`config.mk`:
```
export PLATFORM = sky130hd
export DESIGN_NAME = seg7_scan_ctrl
export DESIGN_NICKNAME = d
export VERILOG_FILES = /design/src/rtl/seg7_scan_ctrl.sv
export SDC_FILE = /design/constraint.sdc
export NUM_CORES = 1
export LEC_CHECK = 0
export CORE_MARGIN = 1
export CORE_UTILIZATION = 40
export DETAILED_ROUTE_END_ITERATION = 6
export SYNTH_ARGS = -nofsm -noshare
export SYNTH_HDL_FRONTEND = slang
export SYNTH_SLANG_ARGS = --single-unit
```
`constraint.sdc`:
```
create_clock -name clk_100MHz -period 5.02 [get_ports clk_100MHz]
set_input_delay 0.753 -clock clk_100MHz [delete_from_list [all_inputs] [get_ports clk_100MHz]]
set_output_delay 0.753 -clock clk_100MHz [all_outputs]
set_load 0.005 [all_outputs]
```
`src/rtl/seg7_scan_ctrl.sv`:
```
// seg7_scan_ctrl: time-multiplexed 7-segment scan controller with a double-buffered BCD value
module seg7_scan_ctrl #(
    parameter int NUM_DIGITS  = 4,
    parameter int REFRESH_DIV = 100000
) (
    input  logic                          clk_100MHz,
    input  logic                          reset_n,
    input  logic                          en,
    input  logic                          load,
    input  logic [4*NUM_DIGITS-1:0]       value_bcd,
    input  logic                          blank_lz,
    output logic [3:0]                    digit_bcd,
    output logic                          digit_blank,
    output logic [NUM_DIGITS-1:0]         anode_n,
    output logic [$clog2(NUM_DIGITS)-1:0] digit_idx,
    output logic                          frame_done,
    output logic                          load_ack
);
    localparam int IW = $clog2(NUM_DIGITS);
    localparam int PW = $clog2(REFRESH_DIV);
    localparam int W  = 4 * NUM_DIGITS;

    typedef enum logic {GAP, SHOW} state_t;

    state_t              state_q, state_d;
    logic                gap_q, gap_d;
    logic [W-1:0]        shadow_q, shadow_d, active_q, active_d;
    logic                pending_q, pending_d;
    logic [PW-1:0]       presc_q, presc_d;
    logic [IW-1:0]       idx_q, idx_d;
    logic [3:0]          digit_bcd_q, digit_bcd_d;
    logic                digit_blank_q, digit_blank_d;
    logic [NUM_DIGITS-1:0] anode_n_q, anode_n_d;
    logic                frame_done_q, frame_done_d;
    logic                load_ack_q, load_ack_d;
    logic                tick, wrap, commit, zero_run, zero_hit;

    assign tick   = en && presc_q == PW'(REFRESH_DIV - 1);
    assign wrap   = tick && idx_q == '0;
    assign commit = wrap && pending_q;

    assign digit_bcd   = digit_bcd_q;
    assign digit_blank = digit_blank_q;
    assign anode_n     = anode_n_q;
    assign digit_idx   = idx_q;
    assign frame_done  = frame_done_q;
    assign load_ack    = load_ack_q;

    // Prescaler, digit stepping, load handshake and decoder drive; the new digit uses the just-committed value
    always_comb begin
        presc_d      = tick ? '0 : presc_q + PW'(en);
        idx_d        = tick ? (idx_q == '0 ? IW'(NUM_DIGITS - 1) : idx_q - IW'(1)) : idx_q;
        shadow_d     = load ? value_bcd : shadow_q;
        active_d     = commit ? shadow_q : active_q;
        pending_d    = load || (pending_q && !commit);
        frame_done_d = wrap;
        load_ack_d   = commit;
        zero_run     = 1'b1;
        zero_hit     = 1'b0;
        for (int i = NUM_DIGITS - 1; i >= 0; i--) begin
            zero_run = zero_run && active_d[4*i +: 4] == 4'd0;
            zero_hit = IW'(i) == idx_d ? zero_run : zero_hit;
        end
        digit_bcd_d   = tick ? active_d[{idx_d, 2'b00} +: 4] : digit_bcd_q;
        digit_blank_d = tick ? (blank_lz && idx_d != '0 && zero_hit) : digit_blank_q;
    end

    // Next state: any tick or disable restarts a two-cycle dead gap before the anode turns on
    always_comb begin
        state_d = (!en || tick) ? GAP : (state_q == GAP && !gap_q) ? GAP : SHOW;
        gap_d   = en && !tick && state_q == GAP && !gap_q;
    end

    // Anode drive registered from the next state so it switches together with the FSM
    always_comb begin
        anode_n_d = state_d == SHOW ? ~(NUM_DIGITS'(1) << idx_d) : '1;
    end

    // FSM state register
    always_ff @(posedge clk_100MHz or negedge reset_n) begin
        if (!reset_n) begin
            state_q <= GAP;
            gap_q   <= 1'b0;
        end else begin
            state_q <= state_d;
            gap_q   <= gap_d;
        end
    end

    // Datapath and output registers
    always_ff @(posedge clk_100MHz or negedge reset_n) begin
        if (!reset_n) begin
            shadow_q      <= '0;
            active_q      <= '0;
            pending_q     <= 1'b0;
            presc_q       <= '0;
            idx_q         <= '0;
            digit_bcd_q   <= 4'd0;
            digit_blank_q <= 1'b1;
            anode_n_q     <= '1;
            frame_done_q  <= 1'b0;
            load_ack_q    <= 1'b0;
        end else begin
            shadow_q      <= shadow_d;
            active_q      <= active_d;
            pending_q     <= pending_d;
            presc_q       <= presc_d;
            idx_q         <= idx_d;
            digit_bcd_q   <= digit_bcd_d;
            digit_blank_q <= digit_blank_d;
            anode_n_q     <= anode_n_d;
            frame_done_q  <= frame_done_d;
            load_ack_q    <= load_ack_d;
        end
    end
endmodule

```
======== Yosys cells after proc, flatten, opt, wreduce, memory -nomap -nowiden ========
Index checks and enable logic that the tools add are counted.
storage, ports and cells
  bits in registers ....................... 65
  logic and storage cells ................. 59
operators by class
  shift-type cells ........................ 2
  mux-type cells .......................... 11
  bitwise gates (word level) .............. 2
  reductions and logical operators ........ 26
  equal/unequal tests ..................... 4
  add/sub/neg operators ................... 2
operator list
  kind                                               number
  adder 17 x 1 -> 17 bit                             1
  == test 17 bit (second input constant)             1
  2-to-1 mux 17 bit                                  1
  zero test 4 bit                                    4
  2-to-1 mux 16 bit                                  1
  variable part select 16 x 5 -> 4 bit               1
  logical AND 1 bit                                  13
  2-to-1 mux 1 bit                                   6
  == test 2 bit (first input constant)               2
  zero test 1 bit                                    4
  zero test 2 bit                                    2
  2-to-1 mux 2 bit                                   2
  2-to-1 mux 4 bit                                   1
  NOT 4 bit                                          1
  << shifter 1 x 2 -> 4 bit (first input constant)   1
  == test 1 x 2 -> 1 bit (first input constant)      1
  logical OR 1 bit                                   2
  nonzero test 2 bit                                 1
  subtractor 2 x 1 -> 2 bit (second input constant)  1
  NOT 1 bit                                          1

======== Longest topological paths before layout ========
  word-level depth ........................ 11
  mapped depth ............................ 10
  depth with buffers taken out ............ 9

======== Worst setup path before layout ========
Ideal clock, no wire load.
  kind .................................... register to register
  start point ............................. register presc_q[5]
  end point ............................... register digit_bcd_q[0] (netlist: digit_bcd[0])
  clock period less this slack ............ 2.406 ns
  setup slack ............................. 2.614 ns
  cell stages (with the launch flop) ...... 9
  required time ........................... 4.889 ns
  buffers on the path ..................... 2
  library setup time ...................... 0.131 ns
  data arrival time ....................... 2.274 ns
  cell sequence ........................... dfrtp_1 -> or4b_4 -> nor3_2 -> nor3b_4 -> buf_6 -> buf_6 -> mux2_2 -> mux2i_1 -> o211ai_1
between the ends
  longest elaborated chain between the ends .. 6
  elaborated cells between the ends (all ways) .. 7
  classes of those cells .................. 1 x eq/ne; 1 x shift; 2 x mux; 3 x reduce/logical
RTL lines
  element                               RTL line  text
  from (decl)                           29        logic [PW-1:0] presc_q, presc_d;
  from (signal assigned)                107       presc_q <= presc_d;
  == test 17 bit                        38        assign tick = en && presc_q == PW'(REFRESH_DIV - 1);
  logical AND 1 bit                     38
  logical AND 1 bit                     39        assign wrap = tick && idx_q == '0;
  logical AND 1 bit                     40        assign commit = wrap && pending_q;
  2-to-1 mux 16 bit                     54        active_d = commit ? shadow_q : active_q;
  via active_d[8]                       27        logic [W-1:0] shadow_q, shadow_d, active_q, active_d;
  variable part select 16 x 5 -> 4 bit  64        digit_bcd_d = tick ? active_d[{idx_d, 2'b00} +: 4] : digit_bcd_q;
  to (signal assigned)                  109       digit_bcd_q <= digit_bcd_d;
  to (decl)                             31        logic [3:0] digit_bcd_q, digit_bcd_d;
The timed path passes the listed nets, and every way through them passes these cells.
A chain may end at the register's enable or synchronous reset.

======== Final worst setup path ========
  start point ............................. register presc_q[5]
  end point ............................... register digit_bcd_q[1] (netlist: digit_bcd[1])
The elaborated chain is that of the path after synthesis.

==> impl_metrics.tcl <==
set metrics [dict create \
    status "finished, final reports clean" \
    synth_cell_type_count 38 \
    synth_top_area_share_pct 52.3 \
    cts-root-to-sink-buffers 2 \
    number_of_global_route_vias_before_repair 1842 \
    clock.fmax_ghz 0.324 \
    report.final.slew_viol_count 0 \
    ant_nets 0 \
    post_syn_area_per_cell_sq_um 12.6 \
    num_io_pins 34 \
    tritoncts "built" \
    timing_worst_setup_path_type "flop to flop" \
    drt_pre_antenna_iters 4 \
    dieWidth_microns 86.7 \
    p_switching_mw 0.281 \
    r2r_cells 7 \
    cts-root-buf "sky130_fd_sc_hd__clkbuf_8" \
    share_of_async_settable_or_async_resettable_flops_after_synthesis_pct 100 \
    worst_ep_required_time_ns 5.28 \
    ys_seq_elements 65 \
    number_of_synthesized_flops_with_an_enable_pin 0 \
    netlist_top_cells_area "sky130_fd_sc_hd__dfrtp_1 52%, sky130_fd_sc_hd__mux2_2 9.8%, sky130_fd_sc_hd__dfstp_2 4.6%, sky130_fd_sc_hd__mux2_4 3.1%, sky130_fd_sc_hd__nand3_1 3.0%" \
    pwr-share-seq_pct 51.9 \
    dieHeight_microns 86.7 \
    hp-class "primary input to asynchronous set/reset pin" \
    worst_setup_hold_path_clk_slew_ns 0.07 \
    routed-via-count 1814 \
    synth_fp_nets 252 \
    cts.repair_timing.setup_buffer_count 0 \
    clock_insertion_delay_worst_skew_ns 0.34 \
    critical_path.reg2reg.endpoint "digit_bcd[1]$_DFFE_PN0N_" \
    hold_buffers 0 \
    internal_power_mw 0.896 \
    cts.sink_count 65 \
    globalRouteOverflowTotal 0 \
    cts_resized 0 \
    power.clock.fraction_pct 39.0 \
    post-route-drc-count 0 \
    hpwlAfterDp_mm 3.86 \
    finalWorstSetupSlack_ns 1.94 \
    antenna_found_initial 0 \
    htree_levels 3 \
    warning_count_from_the_yosys_run 0 \
    route.detailed.wl_per_inst_microns 14.9 \
    place_ws_ns 1.66 \
    antenna_cells 0 \
    fin_util_pct 50.8 \
    core_area_sq_mm 0.00687 \
    yosysTopAreaCell "sky130_fd_sc_hd__dfrtp_1" \
    area_growth_pct 21.5 \
    crit_path_max_fanout 21 \
    switching_power_share_of_the_total_pct 23.9 \
    slew_worst_pin_ns 1.05 \
    synth-seq-area-share_pct 56.9 \
    route.final.wire_length_mm 5.46 \
    ir_drop_uv 153 \
    dpl_cell_area_sq_mm 0.00328 \
    fin_area_sq_mm 0.00349 \
    rsz0062_at_grt "false" \
    routed_via_density 4.94 \
    combinationalPowerShare_pct 9.1 \
    max-cap-violations 0 \
    fin_setup_tns_ns 0 \
    fp.dieArea_sq_mm 0.00752 \
    cts_inserted_buffers 9 \
    arrival_ns 3.34 \
    timing.rr.start "presc_q[5]$_DFF_PN0_" \
    totalPowerFinal_mw 1.18 \
    start_kind "flop" \
    drt_first_iter_violations 71 \
    gr-usage-all-layers_pct 17.1 \
    initial_core_util_pct 41.8 \
    syn_area_sq_mm 0.00287 \
    crit_path_start "presc_q[5]$_DFF_PN0_" \
    syn-instance-count 228 \
    place.gp.congestion 0.818 \
    layout_worst_path_cycle_share_pct 61.4 \
    p_leak_nw 1.58 \
    report.final.hold_viol_count 0 \
    drive_above_1_share_pct 21.0 \
    grt_max_degree 41 \
    power_density_mw_per_mm2 338 \
    timing.final.setup_violations 0 \
    port-buffer-count 33 \
    regToRegSetupSlack_ns 1.94 \
    final_nets 290 \
    finalClockSkew_ns 0.00801 \
    grt_first_pass_wirelength_mm 9.52 \
    crit_path_end_kind "flop" \
    timing.max_slew.rel_slack_pct 29.8 \
    yosys_most_used_dff "sky130_fd_sc_hd__dfrtp_1" \
    period_needed_ns 3.08 \
    num_rows 30 \
]
==> worst max-delay path, cell delays in order (launching register included) <==
cell	delay, ns
sky130_fd_sc_hd__dfrtp_1	0.45
sky130_fd_sc_hd__or4b_4	0.59
sky130_fd_sc_hd__nor3_2	0.23
sky130_fd_sc_hd__nor3b_4	0.90
sky130_fd_sc_hd__mux2_2	0.33
sky130_fd_sc_hd__mux2i_1	0.07
sky130_fd_sc_hd__or3_1	0.33
sky130_fd_sc_hd__o211ai_1	0.09
==> Yosys cell counts, types with 5 or more instances <==
| cell | number |
|---|---|
| sky130_fd_sc_hd__mux2i_1 | 8 |
| sky130_fd_sc_hd__nand2_1 | 11 |
| sky130_fd_sc_hd__mux2_4 | 6 |
| sky130_fd_sc_hd__and3_1 | 8 |
| sky130_fd_sc_hd__nor2_1 | 14 |
| sky130_fd_sc_hd__xor2_1 | 6 |
| sky130_fd_sc_hd__nor3_1 | 5 |
| sky130_fd_sc_hd__xnor2_1 | 9 |
| sky130_fd_sc_hd__nor4_1 | 5 |
| sky130_fd_sc_hd__mux2_2 | 25 |
| sky130_fd_sc_hd__dfstp_2 | 5 |
| sky130_fd_sc_hd__nand3_1 | 17 |
| sky130_fd_sc_hd__dfrtp_1 | 60 |
| sky130_fd_sc_hd__inv_1 | 6 |
| sky130_fd_sc_hd__or3_1 | 7 |
==> stage by stage <==
stage,instances,hold slack (ns)
2_1_floorplan,228,0.409
3_3_place_gp,351,0.421
3_5_place_dp,351,0.428
4_1_cts,367,0.422
5_1_grt,367,0.446
6_report,367,0.412
==> flip-flops by register name, summed over array words and instances (netlist names), 2 cells and up <==
name / cells
active_q: 16
shadow_q: 16
digit_bcd: 4
anode_n: 4
presc_q: 17
digit_idx: 2
==> metal layers <==
metal | GRT usage (%) | vias to the layer above | part of all wire [%]
li1 | - | 883 | -
met1 | 24.5 | 890 | 51
met2 | 23.7 | 32 | 44
met3 | 5.33 | 9 | 3.6
met4 | 7.73 | 0 | 2.0
met5 | 0 | - | 0
==> kinds of logic (layout without fill, tap and decap cells) <==
logic type               after synthesis  in the layout  synth area share, %
XOR/XNOR                              15             15                 4.58
flip-flops                            65             65                 56.9
AO/OA/AOI/OAI                         12             12                 2.75
buffers and inverters                 14             57                 2.44
multiplexers                          42             42                 17.3
AND/OR/NAND/NOR                       77             77                 14.7
adder cells (fa/ha/maj)                3              3                 1.31
==> cells in the final DEF, fill, tap and decap left out, drive strengths merged, types with 2 or more instances in the layout <==
cell and count:
buf 2, mux2i 9, and2 2, nor2 14, nor4 5, mux2 33
ha 3, o211ai 4, or3 7, dfrtp 60, clkdlybuf4s50 32, inv 7
dfstp 5, clkbuf 14, o21ai 5, nor3 6, xor2 6, nand3 17
xnor2 9, and3 8, nand2 11
==> power groups by stage <==
stage | clock, mW | combinational [mW] | sequential, mW
finish | 0.459 | 0.107 | 0.611
global route | 0.503 | 0.123 | 0.617
CTS | 0.474 | 0.109 | 0.610
detailed placement | 0 | 0.109 | 0.619
global placement | 0 | 0.107 | 0.620
floorplan | 0 | 0.0691 | 0.608
==> worst max-delay path by stage <==
stage	endpoint	cells past startpoint
after detailed placement	digit_bcd[1]$_DFFE_PN0N_	7
after global placement	digit_bcd[3]$_DFFE_PN0N_	7
after global routing	digit_bcd[1]$_DFFE_PN0N_	7
after floorplan	digit_bcd[0]$_DFFE_PN0N_	8
after CTS	digit_bcd[1]$_DFFE_PN0N_	7
final	digit_bcd[1]$_DFFE_PN0N_	7
==> cell type report <==
class                   instances  area, sq um
inverters                       7         26.3
flip-flops and latches         65         1630
clock inverters                 2         35.0
repair buffers                 34          333
fillers                       624         3380
clock buffers                  14          173
well taps                      96          120
multi-input cells             149         1170
(Power assumes the default switching activity.)
